$ cat src/rtl/mul_div_unit.sv
// Sequential 16x16 multiply / 16/16 divide unit writing a 32-bit result to a register pair.
// Define MDU_DIV_EN to compile in the restoring divider; otherwise op=1 returns done+dz at once.
module mul_div_unit (
  input  logic        clk,
  input  logic        reset,
  input  logic        start,
  input  logic        op,
  input  logic [15:0] R,
  input  logic [15:0] S,
  input  logic [2:0]  dst,
  output logic [15:0] W,
  output logic [2:0]  W_Adr,
  output logic        we,
  output logic        busy,
  output logic        done,
  output logic        dz
);

  typedef enum logic [1:0] {IDLE, CALC, WB_LO, WB_HI} state_t;

  state_t      state, state_next;
  logic [15:0] a, b;
  logic [2:0]  dst_q;
  logic [31:0] acc, acc_step;
  logic [4:0]  step;
  logic        nodiv_pulse;
  logic        accept;
  logic [16:0] mul_sum;

`ifdef MDU_DIV_EN
  logic        is_div;
  logic [16:0] rem_sh;
  logic [15:0] rem_sub;

  assign accept = start;
`else
  assign accept = start & ~op;
`endif

  always_ff @(posedge clk) begin
    if (reset) state <= IDLE;
    else       state <= state_next;
  end

  always_comb begin
    state_next = state;
    case (state)
      IDLE:    if (accept) state_next = CALC;
      CALC:    if (step == 5'd15) state_next = WB_LO;
      WB_LO:   state_next = WB_HI;
      WB_HI:   state_next = IDLE;
      default: state_next = IDLE;
    endcase
  end

  // One algorithm step; acc holds {hi, lo} in the same layout for both ops,
  // so write-back is shared: multiply {product}, divide {remainder, quotient}.
  always_comb begin
    mul_sum  = {1'b0, acc[31:16]} + (b[step[3:0]] ? {1'b0, a} : 17'd0);
    acc_step = {mul_sum, acc[15:1]};
`ifdef MDU_DIV_EN
    rem_sh  = {acc[31:16], a[4'd15 - step[3:0]]};
    rem_sub = rem_sh[15:0] - b;
    if (is_div) begin
      if (rem_sh >= {1'b0, b}) acc_step = {rem_sub, acc[14:0], 1'b1};
      else                     acc_step = {rem_sh[15:0], acc[14:0], 1'b0};
    end
`endif
  end

  always_ff @(posedge clk) begin
    if (reset) begin
      a           <= '0;
      b           <= '0;
      dst_q       <= '0;
      acc         <= '0;
      step        <= '0;
      nodiv_pulse <= 1'b0;
`ifdef MDU_DIV_EN
      is_div      <= 1'b0;
`endif
    end else begin
`ifdef MDU_DIV_EN
      nodiv_pulse <= 1'b0;
`else
      nodiv_pulse <= (state == IDLE) && start && op;
`endif
      case (state)
        IDLE: if (accept) begin
          a     <= R;
          b     <= S;
          dst_q <= dst;
          acc   <= '0;
          step  <= '0;
`ifdef MDU_DIV_EN
          is_div <= op;
`endif
        end
        CALC: begin
          acc  <= acc_step;
          step <= step + 5'd1;
        end
        default: ;
      endcase
    end
  end

  always_comb begin
    W     = '0;
    W_Adr = '0;
    we    = 1'b0;
    busy  = (state != IDLE);
    done  = (state == WB_HI) || nodiv_pulse;
`ifdef MDU_DIV_EN
    dz    = (state == WB_HI) && is_div && (b == '0);
`else
    dz    = nodiv_pulse;
`endif
    case (state)
      WB_LO: begin
        we    = 1'b1;
        W_Adr = dst_q;
        W     = acc[15:0];
      end
      WB_HI: begin
        we    = 1'b1;
        W_Adr = dst_q + 3'd1;
        W     = acc[31:16];
      end
      default: ;
    endcase
  end

endmodule

$ cat config.mk
export PLATFORM = sky130hd
export DESIGN_NAME = mul_div_unit
export DESIGN_NICKNAME = d
export VERILOG_FILES = /design/src/rtl/mul_div_unit.sv
export SDC_FILE = /design/constraint.sdc
export NUM_CORES = 1
export LEC_CHECK = 0
export CORE_MARGIN = 1.5
export CORE_UTILIZATION = 35
export DETAILED_ROUTE_END_ITERATION = 10
export PLACE_DENSITY = 0.65
export SLEW_MARGIN = 25
export SYNTH_ARGS = -nofsm -noshare
export SYNTH_HDL_FRONTEND = slang
export SYNTH_SLANG_ARGS = --single-unit
$ cat constraint.sdc
create_clock -name clk -period 7.4 [get_ports clk]
set_input_delay 1.85 -clock clk [delete_from_list [all_inputs] [get_ports clk]]
set_output_delay 1.85 -clock clk [all_outputs]
set_load 0.005 [all_outputs]
# After elaboration in Yosys (flattened, before gate mapping)
# Index checks and enable logic that the tools add are counted.
# Widths: inputs -> output; s select.
# totals
out_inout_bits,23
word_cells,42
register_bits,75
# op_classes
order_cmp,1
n_eq_ne,6
bitwise_logic,2
mux,13
n_addsub,3
n_reduce_logical,10
# op_table
op,n
$pmux 32 s2,1
$mux 32,1
$pmux 16 s2,1
$add 16x16->17,1
$mux 16,1
$pmux 5 s2,1
$pmux 2 s4,1
$pmux 3 s2,1
$reduce_and 2->1,3
$add 5x1->5 const B,1
$eq 5x4->1 const B,1
$lt 4x5->1 const B,1
$mux 5,1
$bmux 1 s4,1
$eq 2x2->1 const B,2
$mux 2,2
$ne 2x2->1 const B,2
$reduce_bool 2->1,2
$add 3x1->3 const B,1
$eq 2x1->1 const B,1
$logic_and 1x1->1,2
$logic_not 2->1,1
$mux 1,2
$reduce_or 2->1,1
other kinds (3),3

# Depth between registers and ports, before layout
# logic_depth
depth_word,5
depth_mapped,14

# Least setup slack after synthesis
# OpenSTA, ideal clock, no wires.
# synth_timing
kind,register to register
from,register step[0]
to,register acc[30]
t_arrival_ns,3.240
path_slack_ns,4.098
setup_ns,0.062
path_stages_with_launch,14
path_buffers,2
synth_period_minus_slack_ns,3.302
path_cell_list,dfxtp_1 > buf_6 > mux4_2 > mux4_2 > buf_6 > nand2_2 > inv_2 > ha_1 > a21oi_1 > nand4b_1 > a21boi_1 > a2111oi_2 > or4_1 > nand3_1
# synth_between
elab_chain_cells,5
# synth_lines
item,line,source
start: declaration,25,logic [4:0] step;
start signal: assignment,101,step <= step + 5'd1;
$bmux 1 s4,59,"mul_sum = {1'b0, acc[31:16]} + (b[step[3:0]] ? {1'b0, a} : 17'd0);"
$mux 1 (not written as such),59,
$mux 16,59,
$add 16x16->17,59,
$pmux 32 s2,88,case (state)
end signal: assignment,100,acc <= acc_step;
end: declaration,24,"logic [31:0] acc, acc_step;"
# No other way between the ends. The select of a mux whose other input is x is not followed.
# A chain may end at the register's enable or synchronous reset.

# Worst setup path after layout
# layout_timing
from,register state[0]
to,output port W_Adr[2]
# layout_between
elab_chain_cells,2
elab_cells_between_ends,3
classes_between,eq/ne (2); mux (1)
# layout_lines
item,line,source
start: declaration,21,"state_t state, state_next;"
start signal: assignment,42,else state <= state_next;
$eq 2x2->1,119,case (state)
$pmux 3 s2 *,119,
end: declaration,12,"output logic [2:0] W_Adr,"
# Mark *: on every way between the ends. The rest lies on a longest branch, timed or not.

==> flow_summary_export.csv <==
group,metric,value,unit
run_status,outcome,"complete, no violations",
detailed_routing,drt_iter0_drc,169,
timing,finClkSkew,6.905,ps
min_path,hp-class,"reg2reg",
detailed_routing,drtPass1Iterations,4,
power,swShare,0.2932,
synthesis,ys.flop_type,"dfxtp_1",
finish,final_cell_mix,"86 x nand2_1, 75 x dfxtp_1, 60 x clkdlybuf4s50_1",
synthesis,ys_types,52,
synthesis,synth_simple_gate_area_frac,0.2157,
timing,period_needed,4174,ps
synthesis,async_flop_share,0,
power,p_seq_frac,0.431,
worst_setup_path,crit_required,5550,ps
timing,period_share,0.5641,
synthesis,synth_compound_gate_area_share,0.2276,
power,peakVddDrop,0.1025,mV
cts,cts_hold_buffers,0,
cts,cts.root.buffer_cell,"clkbuf_8",
worst_setup_path,ff2ff_path_depth,11,
synthesis,synth_enable_flop_cells,0,
placed_design,gp_congestion,0.9027,
floorplan,initial_utilization,0.3585,
synthesis,synthXorXnorAreaFrac,0.02028,
worst_setup_path,worst_setup_path_end_kind,"primary output",
placed_design,dp_slack,3543,ps
timing,clock.fmax,239.6,MHz
synthesis,synth_area_leaders,"dfxtp_1 39%, nand2_1 8.4%, a21oi_1 7.5%, ha_1 7.4%, nor2_1 4.1%",
worst_setup_path,cp-startpoint,"state[0]",
timing,layout_setup_ws,3226,ps
floorplan,die_area,0.01175,sq mm
worst_setup_path,start_kind,"register",
global_route,overflow,0,
cts,clock_latency,350,ps
finish,fillCellCount,1081,
timing,worst_slew_pin_slew,781.3,ps
power,combPwrFrac,0.207,
power,switchingPower,0.3065,mW
global_route,grt_pass1_vias,3249,
min_path,min_from,"a[3]",
synthesis,muxShareOfSynthArea,0.03187,
cts,cts_buffer_depth,2,
cts,clock-sinks,75,
finish,fin_cells,659,
floorplan,num_io_pins,62,
detailed_routing,routedWlPerCell,13.76,um
synthesis,netlist_instances,468,
timing,hold_viol_final,0,
worst_setup_path,cp_data_arrival_time,2320,ps
floorplan,die_x,108.4,um
power,intPower,0.7389,mW
worst_setup_path,r2r_setup_slack,3510,ps
detailed_routing,totalWireLength,9068,um
worst_setup_path,crit_type,"reg2out",
detailed_routing,viasPerCell,5.197,
finish,antennaDiodeCount,0,
global_route,antenna_found_initial,0,
placed_design,placedCellCount,644,
synthesis,synth_nets,531,
detailed_routing,drc_errors,0,
timing,tns,0,ps
synthesis,synth_fa_ha_area_frac,0.07920,
timing,relSlewSlack,0.4736,
cts,cts_setup_buffers,0,
timing,setup_viol,0,
power,pwr-share-clk,0.362,
job,cap_violations,0,
worst_setup_path,path_max_fanout,22,
finish,ff_latch_area,0.001501,sq mm
worst_setup_path,timing.rr.end,"acc[30]",
finish,drive_gt1_frac,0.08478,
power,p_leak,1.798,nW
global_route,grt_pass1_wl,15260,um
synthesis,synth.yosys.warnings,0,
min_path,min_to,"a[3]",
synthesis,synth_top_family_by_area,"compound AO/OA/AOI/OAI gates",
floorplan,rows,38,
global_route,grt_max_degree,70,
timing,rsz0062_at_grt,"false",
timing,slew_viol_final,0,
synthesis,seq_area_frac_synth,0.3863,
finish,area_growth,24.02,%
min_path,whs_path_depth,2,
placed_design,dp_hpwl,6555,um
cts,clk_pin_slew,80,ps
detailed_routing,via_count,3425,
synthesis,syn_area,0.003886,sq mm
placed_design,io_buffers,61,
power,power_density,216.9,mW/mm^2
worst_setup_path,rr_startpoint,"step[0]",
cts,htree_levels,3,
cts,cts_resized,0,
synthesis,synth_top_area_cell,"dfxtp_1",
synthesis,yosysTopAreaCellShare,0.3863,
cts,cts_inserted_buffers,9,
cts,tritoncts,"yes",
finish,multiInputGateArea,0.002242,sq mm
floorplan,core-area,0.01084,sq mm
synthesis,yosys_register_bits,75,
global_route,grtUsageTotal,0.1651,
synthesis,avgSynthCellArea,8.304,sq um
finish,final_common_cell,"nand2_1",
detailed_routing,antenna_left,0,
floorplan,dieHeight,108.4,um
finish,final_nets,578,
==> power by group through the flow <==
stage / sequential [mW] / clock, mW / combinational (mW)
2_1_floorplan: 0.451 / 0 / 0.149
3_3_place_gp: 0.458 / 0 / 0.210
3_5_place_dp: 0.460 / 0 / 0.215
4_1_cts: 0.451 / 0.385 / 0.216
5_1_grt: 0.454 / 0.400 / 0.239
6_report: 0.450 / 0.379 / 0.216
==> registers in the layout (all words and copies together) (netlist names) <==
name	cells
a	16
acc	32
b	16
dst_q	3
dz	1
state	2
step	5
==> cells in the mapped netlist, types with 3 or more instances <==
cell        n
nor2_1     42
xor2_1      4
a22o_1     17
dfxtp_1    75
a21oi_1    58
clkbuf_1   23
a22oi_1    20
a211oi_1    3
a21o_1      4
ha_1       23
and2_4      9
and2_1      6
inv_1       5
nor3_1      4
buf_1       3
nand2b_1    5
nand3_1     5
o2111ai_1   3
xnor2_1     5
o21a_1      4
nand2_1    87
nor2b_1     8
o21ai_0    13
mux4_2      5
==> through the flow <==
| stage | area [sq um] | util | hold WS [ps] | power [mW] |
|---|---|---|---|---|
| 4_1_cts | 4820 | 0.4446 | 455.2 | 1.052 |
| 3_3_place_gp | 4578 | 0.4223 | 440.4 | 0.6684 |
| 6_report | 4820 | 0.4446 | 452.3 | 1.045 |
| 2_1_floorplan | 3886 | - | 431.7 | 0.6000 |
| 3_5_place_dp | 4581 | 0.4226 | 444.4 | 0.6756 |
| 5_1_grt | 4820 | 0.4446 | 476.1 | 1.094 |
==> area by class of cell <==
type,instances,area share
Clock buffer,9,0.02570
Clock inverter,6,0.02388
Inverter,7,0.005452
Multi-Input combinational cell,357,0.4652
Sequential cell,75,0.3115
Tap cell,140,0.03634
Timing Repair Buffer,65,0.1319
==> kinds of logic after synthesis <==
family | after synthesis
buffers and inverters | 36
AO/OA/AOI/OAI | 136
XOR/XNOR | 9
flip-flops | 75
multiplexers | 6
adder cells (fa/ha/maj) | 24
AND/OR/NAND/NOR | 182
==> critical path: stages (launching register included) <==
cell and delay [ps]:
dfxtp_1 390, ha_1 670, nor2b_1 200, o21ai_0 70, o21ai_0 110, clkdlybuf4s50_1 520
==> how the worst max path moves through the flow <==
| stage | to | cells after the start |
|---|---|---|
| 6_report | W_Adr[2] | 5 |
| 5_1_grt | W_Adr[2] | 5 |
| 4_1_cts | W_Adr[2] | 5 |
| 3_5_place_dp | acc[26] | 10 |
| 3_3_place_gp | acc[30] | 7 |
| 2_1_floorplan | acc[30] | 13 |
==> layer usage <==
layer  GRT usage  up-vias  share of wire
met5           0        -              0
met4     0.06297        0          0.020
met3     0.03195       15          0.052
met2      0.2473       93           0.42
met1      0.2336     1576           0.50
li1            -     1741              -
Note: power is estimated with default switching activity, not from simulation.
